File: src/rtl/mux4way_rr.sv
// mux4way_rr -- 4-to-1 valid/ready merge with a registered output channel.
//
// Four upstream channels compete for one output register. The channel that
// wins is granted round-robin, starting the search at pointer ptr, and ptr
// moves to the channel after the winner on every transfer. The output is
// tagged with z = source channel - 1, which matches the select encoding of
// dmux4way, so replies can be routed back.
//
// Build option:
//   MUX4WAY_FIXED_PRIO_EN  defined   -> no pointer, fixed priority ch1>ch2>ch3>ch4
//                          undefined -> round-robin (default)
//
// Ports:
//   clk, rst_n                 clock, asynchronous active-low reset
//   in1..in4 / valid1..valid4  upstream data and valid
//   ready1..ready4             upstream ready (granted channel, slot free)
//   out, z, out_valid          registered merged word, source tag, valid
//   out_ready                  downstream accept
module mux4way_rr #(
   parameter int WIDTH = 16
) (
   input  logic             clk,
   input  logic             rst_n,
   input  logic [WIDTH-1:0] in1,
   input  logic [WIDTH-1:0] in2,
   input  logic [WIDTH-1:0] in3,
   input  logic [WIDTH-1:0] in4,
   input  logic             valid1,
   input  logic             valid2,
   input  logic             valid3,
   input  logic             valid4,
   output logic             ready1,
   output logic             ready2,
   output logic             ready3,
   output logic             ready4,
   output logic [WIDTH-1:0] out,
   output logic [1:0]       z,
   output logic             out_valid,
   input  logic             out_ready
);

   logic [3:0]       w_valid;
   logic [3:0]       w_grant;
   logic [1:0]       w_gidx;
   logic             w_found;
   logic             w_free;
   logic             w_xfer;
   logic [1:0]       w_ptr;
   logic [WIDTH-1:0] w_din;

   logic [WIDTH-1:0] r_out;
   logic [1:0]       r_z;
   logic             r_out_valid;

   assign w_valid = {valid4, valid3, valid2, valid1};
   assign w_free  = ~r_out_valid | out_ready;
   // A grant only implies a valid, so any grant with a free slot is a transfer.
   assign w_xfer  = w_found & w_free;

`ifdef MUX4WAY_FIXED_PRIO_EN
   // Search always starts at ch1.
   assign w_ptr = 2'b00;
`else
   logic [1:0] r_ptr;

   always_ff @(posedge clk or negedge rst_n) begin
      if (!rst_n)      r_ptr <= 2'b00;
      else if (w_xfer) r_ptr <= w_gidx + 2'd1;
   end

   assign w_ptr = r_ptr;
`endif

   // Walk the channels in priority order ptr, ptr+1, ... (mod 4) and pick the
   // first one that is valid.
   always_comb begin
      logic [1:0] idx;
      idx     = 2'b00;
      w_gidx  = 2'b00;
      w_found = 1'b0;
      for (int i = 0; i < 4; i++) begin
         idx = w_ptr + 2'(i);
         if (!w_found && w_valid[idx]) begin
            w_found = 1'b1;
            w_gidx  = idx;
         end
      end
      w_grant = w_found ? (4'b0001 << w_gidx) : 4'b0000;
   end

   always_comb begin
      case (w_gidx)
         2'd0:    w_din = in1;
         2'd1:    w_din = in2;
         2'd2:    w_din = in3;
         default: w_din = in4;
      endcase
   end

   // rst_n gates the readys so nothing is handshaken while reset is held.
   assign ready1 = w_grant[0] & w_free & rst_n;
   assign ready2 = w_grant[1] & w_free & rst_n;
   assign ready3 = w_grant[2] & w_free & rst_n;
   assign ready4 = w_grant[3] & w_free & rst_n;

   always_ff @(posedge clk or negedge rst_n) begin
      if (!rst_n) begin
         r_out       <= '0;
         r_z         <= 2'b00;
         r_out_valid <= 1'b0;
      end else if (w_xfer) begin
         r_out       <= w_din;
         r_z         <= w_gidx;
         r_out_valid <= 1'b1;
      end else if (out_ready) begin
         // Drained with nothing to refill: data and tag keep their last values.
         r_out_valid <= 1'b0;
      end
   end

   assign out       = r_out;
   assign z         = r_z;
   assign out_valid = r_out_valid;

endmodule

File: config.mk
export PLATFORM = sky130hd
export DESIGN_NAME = mux4way_rr
export DESIGN_NICKNAME = d
export VERILOG_FILES = /design/src/rtl/mux4way_rr.sv
export SDC_FILE = /design/constraint.sdc
export NUM_CORES = 1
export LEC_CHECK = 0
export ABC_AREA = 1
export CAP_MARGIN = 0
export CORE_MARGIN = 2
export CORE_UTILIZATION = 38
export CTS_CLUSTER_DIAMETER = 30
export DETAILED_ROUTE_END_ITERATION = 16
export GPL_ROUTABILITY_DRIVEN = 0
export MAX_ROUTING_LAYER = met4
export PLACE_DENSITY = 0.81
export SYNTH_ARGS = -nofsm -noshare
export SYNTH_HDL_FRONTEND = slang
export SYNTH_SLANG_ARGS = --single-unit
File: constraint.sdc
create_clock -name clk -period 3.3 [get_ports clk]
set_clock_uncertainty 0.1 [all_clocks]
set_input_delay 0.33 -clock clk [delete_from_list [all_inputs] [get_ports clk]]
set_output_delay 0.33 -clock clk [all_outputs]
set_load 0.01 [all_outputs]
Word level (Yosys, flattened, before mapping). Cells that the tools add are included.

Logic and storage cells: 54. Register bits after elaboration: 21. Bits of input ports: 71. Output and inout port bits: 23.

Eq/ne operators: 2. Bitwise logic cells: 11. Add/sub/neg operators: 4. Magnitude comparators: 4. Shift-type cells: 1. Mux-type cells: 20. Reduce and logical (&&, ||, !) cells: 8.

Operators with widths (count): case mux 16 bit (3 select lines) (1); less-than comparator 2 x 3 -> 1 bit (second input constant) (4); 2-to-1 mux 1 bit (10); bitwise AND 1 bit (9); binary-select mux 1 bit (select 2 bit) (4); 2-to-1 mux 2 bit (4); adder 2 x 1 -> 2 bit (second input constant) (2); adder 2 bit (second input constant) (2); 2-to-1 mux 4 bit (1); left shift 1 x 2 -> 4 bit (first input constant) (1); logical AND 1 bit (3); zero test 1 bit (3); == test 2 x 1 -> 1 bit (second input constant) (1); == test 2 bit (second input constant) (1); zero test 2 bit (1); nonzero test 2 bit (1); inverter 1 bit (1); OR 1 bit (1).

Depth between registers and ports, before layout.
Depth after elaboration: 16. Gate-level depth with buffers: 16. Mapped depth without buffers: 14.

Worst setup path before layout. Ideal clock, no wire load.

Path type: register to output. Start: reg r_ptr[0]. End: out ready3. Arrival time: 2046 ps. Buffers on the path: 3. Required time: 2870 ps. Stages on the path, launching flop included: 16. Setup slack: 824 ps. Cell sequence: dfrtp_1 > buf_6 > nand2_1 > nand2_1 > nand2_1 > nand2_2 > nor2_4 > nand3_1 > nand3_1 > nand2_1 > inv_1 > ha_1 > clkbuf_1 > buf_2 > inv_1 > nor2_1.

Longest elaborated chain between the ends: 16. Elaborated cells between the ends (all ways): 29. Those cells by class: add/sub (3); shift (1); mux (17); bitwise (2); reduce/logical (6).

RTL lines: start, declared (line 64) `logic [1:0] r_ptr;`; start signal, assigned (line 68) `else if (w_xfer) r_ptr <= w_gidx + 2'd1;`; branches (longest 11 deep; another with adder 2 x 1 -> 2 bit); 2-to-1 mux 2 bit (*) (line 83) `if (!w_found && w_valid[idx]) begin`; net w_gidx[1] (line 44) `logic [1:0] w_gidx;`; left shift 1 x 2 -> 4 bit (*) (line 88) `w_grant = w_found ? (4'b0001 << w_gidx) : 4'b0000;`; 2-to-1 mux 4 bit (*) (line 88); bitwise AND 1 bit (*) (2 in a row) (line 103) `assign ready3 = w_grant[2] & w_free & rst_n;`; end, declared (line 34) `output logic ready3,`.

Mark *: on every way through the listed nets, which the timed path passes. The select of a mux whose other input is x is not followed.

Worst setup path in the final report.
Start: reg r_ptr[0]. End: out ready4.

Longest elaborated chain between the ends: 16. Elaborated cells between the ends (all ways): 29. Those cells by class: add/sub (3); shift (1); mux (17); bitwise (2); reduce/logical (6).

RTL lines: branches (longest 11 deep; another with adder 2 x 1 -> 2 bit); 2-to-1 mux 2 bit (*) (line 83); net w_gidx[1] (line 44); left shift 1 x 2 -> 4 bit (*) (line 88); 2-to-1 mux 4 bit (*) (line 88); bitwise AND 1 bit (*) (2 in a row) (line 104) `assign ready4 = w_grant[3] & w_free & rst_n;`; end, declared (line 35) `output logic ready4,`.

Marks and branches as above.

==> qor.csv <==
metric,value,unit
fp-row-count,23,
vias_per_cell,4.909,
final_common_cell,clkdlybuf4s50_1,
crit_path_start,r_ptr[0],
wirelength,5013,um
swShare,0.4844,
overflow,0,
area_growth,62.56,%
period_needed,3.081,ns
wl_per_cell,13.44,um
vdd_drop_max,0.0005604,V
clk_latency,0.27,ns
pwr-share-clk,0.059,
cp.required,2.87,ns
grt_use_total,0.2202,
path_clk_slew,0.08,ns
p_int,1555,uW
crit_type,flop to primary output,
ant_nets,0,
die_h,69.17,um
ctsRootBufferMaster,clkbuf_8,
final_cell_mix,"clkdlybuf4s50_1, nand2_1, inv_1",
io_buffers,93,
core_area,0.004058,sq mm
drtIter0Drc,111,
die_w,69.17,um
slew_violations,0,
antenna_found_initial,0,
dp_slack,0.2997,ns
cts_tree,yes,
drt-pass1-iter-count,4,
clk_path_buf_depth,2,
end_kind,primary output,
vias,1831,
num_antenna_cells,0,
grt_pass1_wl,8487,um
num_io_pins,94,
synth_cell_type_count,22,
start_kind,flop,
fmax,324.6,MHz
yosysWarningCount,0,
synth_fp_nets,308,
design.die.area,0.004784,sq mm
pwr_density_cell,1149,mW/mm^2
grt_max_degree,40,
cts_hold_buf,0,
synth_area,0.001614,sq mm
numCtsBuffers,3,
critical_path.max_fanout,8,
route.detailed.drc,0,
finalCritPeriodShare,0.9336,
start_util,0.3978,
cts_max_level,1,
hold_viol_final,0,
setup_viol,0,
p_sw,1461,uW
fin_tns_setup,0,ns
cap_violations,0,
p_seq_frac,0.161,
rsz0062_at_grt,no,
relSlewSlack,0.7501,
drive_above_1_share,0.08050,
hold_path.class,input pin to asynchronous set/reset pin,
setup_ws,0.2190,ns
yosysSeqAreaShare,0.3256,
n_fill_cell,390,
netlist_instances,232,
dpl.hpwl,3728,um
grt_pass1_vias,1879,
worst_slew_pin_slew,0.3748,ns
reg2reg_from,r_ptr[0],
syn_avg_cell_area,6.957,sq um
p_leak,0.001186,uW
outcome,finished clean,
fin_nets,400,
post_cts_buffers,0,
arrival,2.65,ns
power_frac_comb,0.780,
numClockSinks,21,
ys_seq_elements,21,
==> cells by family (layout without fill, tap and decap cells) <==
family                   Yosys count  after routing  synth area share
adder cells (fa/ha/maj)            5              5           0.03876
AND/OR/NAND/NOR                  102            102            0.2636
buffers and inverters             48            139            0.1364
flip-flops                        21             21            0.3256
AO/OA/AOI/OAI                     56             56            0.2357
==> synth_stat cells <==
cell type | n | area, sq um
nand2_4 | 1 | 11.26
nor2_1 | 4 | 15.01
inv_4 | 1 | 6.260
a31oi_1 | 1 | 6.260
nand3_1 | 7 | 35.03
nand3_2 | 1 | 10.01
o21ai_0 | 16 | 80.08
buf_6 | 4 | 45.04
nand4_1 | 1 | 6.260
o21ai_1 | 1 | 5.000
nor2_4 | 1 | 11.26
a21oi_1 | 17 | 85.08
clkbuf_1 | 6 | 22.52
buf_2 | 3 | 15.01
inv_1 | 33 | 123.9
buf_4 | 1 | 7.510
nand2_2 | 4 | 25.02
o21ai_2 | 5 | 43.79
nand2_1 | 83 | 311.6
ha_1 | 5 | 62.56
dfrtp_1 | 21 | 525.5
a32o_1 | 16 | 160.2
==> per-layer routing <==
| layer | vias up | global-route usage | routed length, um |
|---|---|---|---|
| met5 | - | - | 0 |
| met3 | 12 | 0.05959 | 357 |
| met1 | 808 | 0.2710 | 2174 |
| li1 | 935 | - | - |
| met2 | 76 | 0.3643 | 2387 |
| met4 | 0 | 0.04575 | 95 |
==> repair_timing <==
action | 4_1_cts | 5_1_grt
endpoints found under the hold margin | 0 | 0
resized for setup | 0 | 1
endpoints found under the setup margin | 0 | 1
==> power by group through the flow <==
stage,registers [uW],clock network [uW],logic (uW)
6_report,486,177,2350
5_1_grt,503,195,2610
4_1_cts,484,182,2360
3_5_place_dp,487,0,2350
3_3_place_gp,484,0,2310
2_1_floorplan,530,0,1570
==> worst max-delay path, cell delays in order (launching register included) <==
cell and delay (ns):
dfrtp_1 0.45, buf_4 0.19, nand2_1 0.08, nand2_2 0.08
nand2_1 0.08, nand2_2 0.08, nor2_4 0.13, nand3_1 0.11
nand3_1 0.10, nand2_1 0.10, inv_1 0.12, ha_1 0.17
inv_1 0.04, nor2_1 0.12, clkdlybuf4s50_1 0.55
==> state kept, by name, indices dropped and copies added (netlist names) <==
name / flops
r_ptr: 2
out_valid: 1
out: 16
z: 2
==> cell type report <==
type | count | area [sq um] | area share
Timing Repair Buffer | 101 | 991.0 | 0.3777
Multi-Input combinational cell | 163 | 868.3 | 0.3309
Sequential cell | 21 | 525.5 | 0.2003
Inverter | 34 | 130.1 | 0.04959
Tap cell | 50 | 62.56 | 0.02384
Clock buffer | 3 | 41.29 | 0.01574
Clock inverter | 1 | 5.005 | 0.001907
==> through the flow <==
stage | instances | instance area [sq um] | util | power, uW | hold slack [ns]
detailed placement | 369 | 2577 | 0.6352 | 2838 | 0.3710
global placement | 369 | 2577 | 0.6352 | 2796 | 0.3655
CTS | 373 | 2624 | 0.6466 | 3029 | 0.3845
global route | 373 | 2624 | 0.6466 | 3307 | 0.4014
finish | 373 | 2624 | 0.6466 | 3016 | 0.3779
floorplan | 232 | 1614 | - | 2103 | -0.06559
==> path summary, 6_finish.rpt <==
kind                        endpoint  slack [ns]  depth (start not counted)
max                           ready4        0.22                         14
min                        out_valid        0.38                          2
max reg2reg                  out[14]        0.70                         15
min reg2reg                   out[1]        0.39                          2
max in group asynchronous     out[7]        2.49                          2
min in group clk              out[1]        0.39                          2
(Power assumes the default switching activity.)
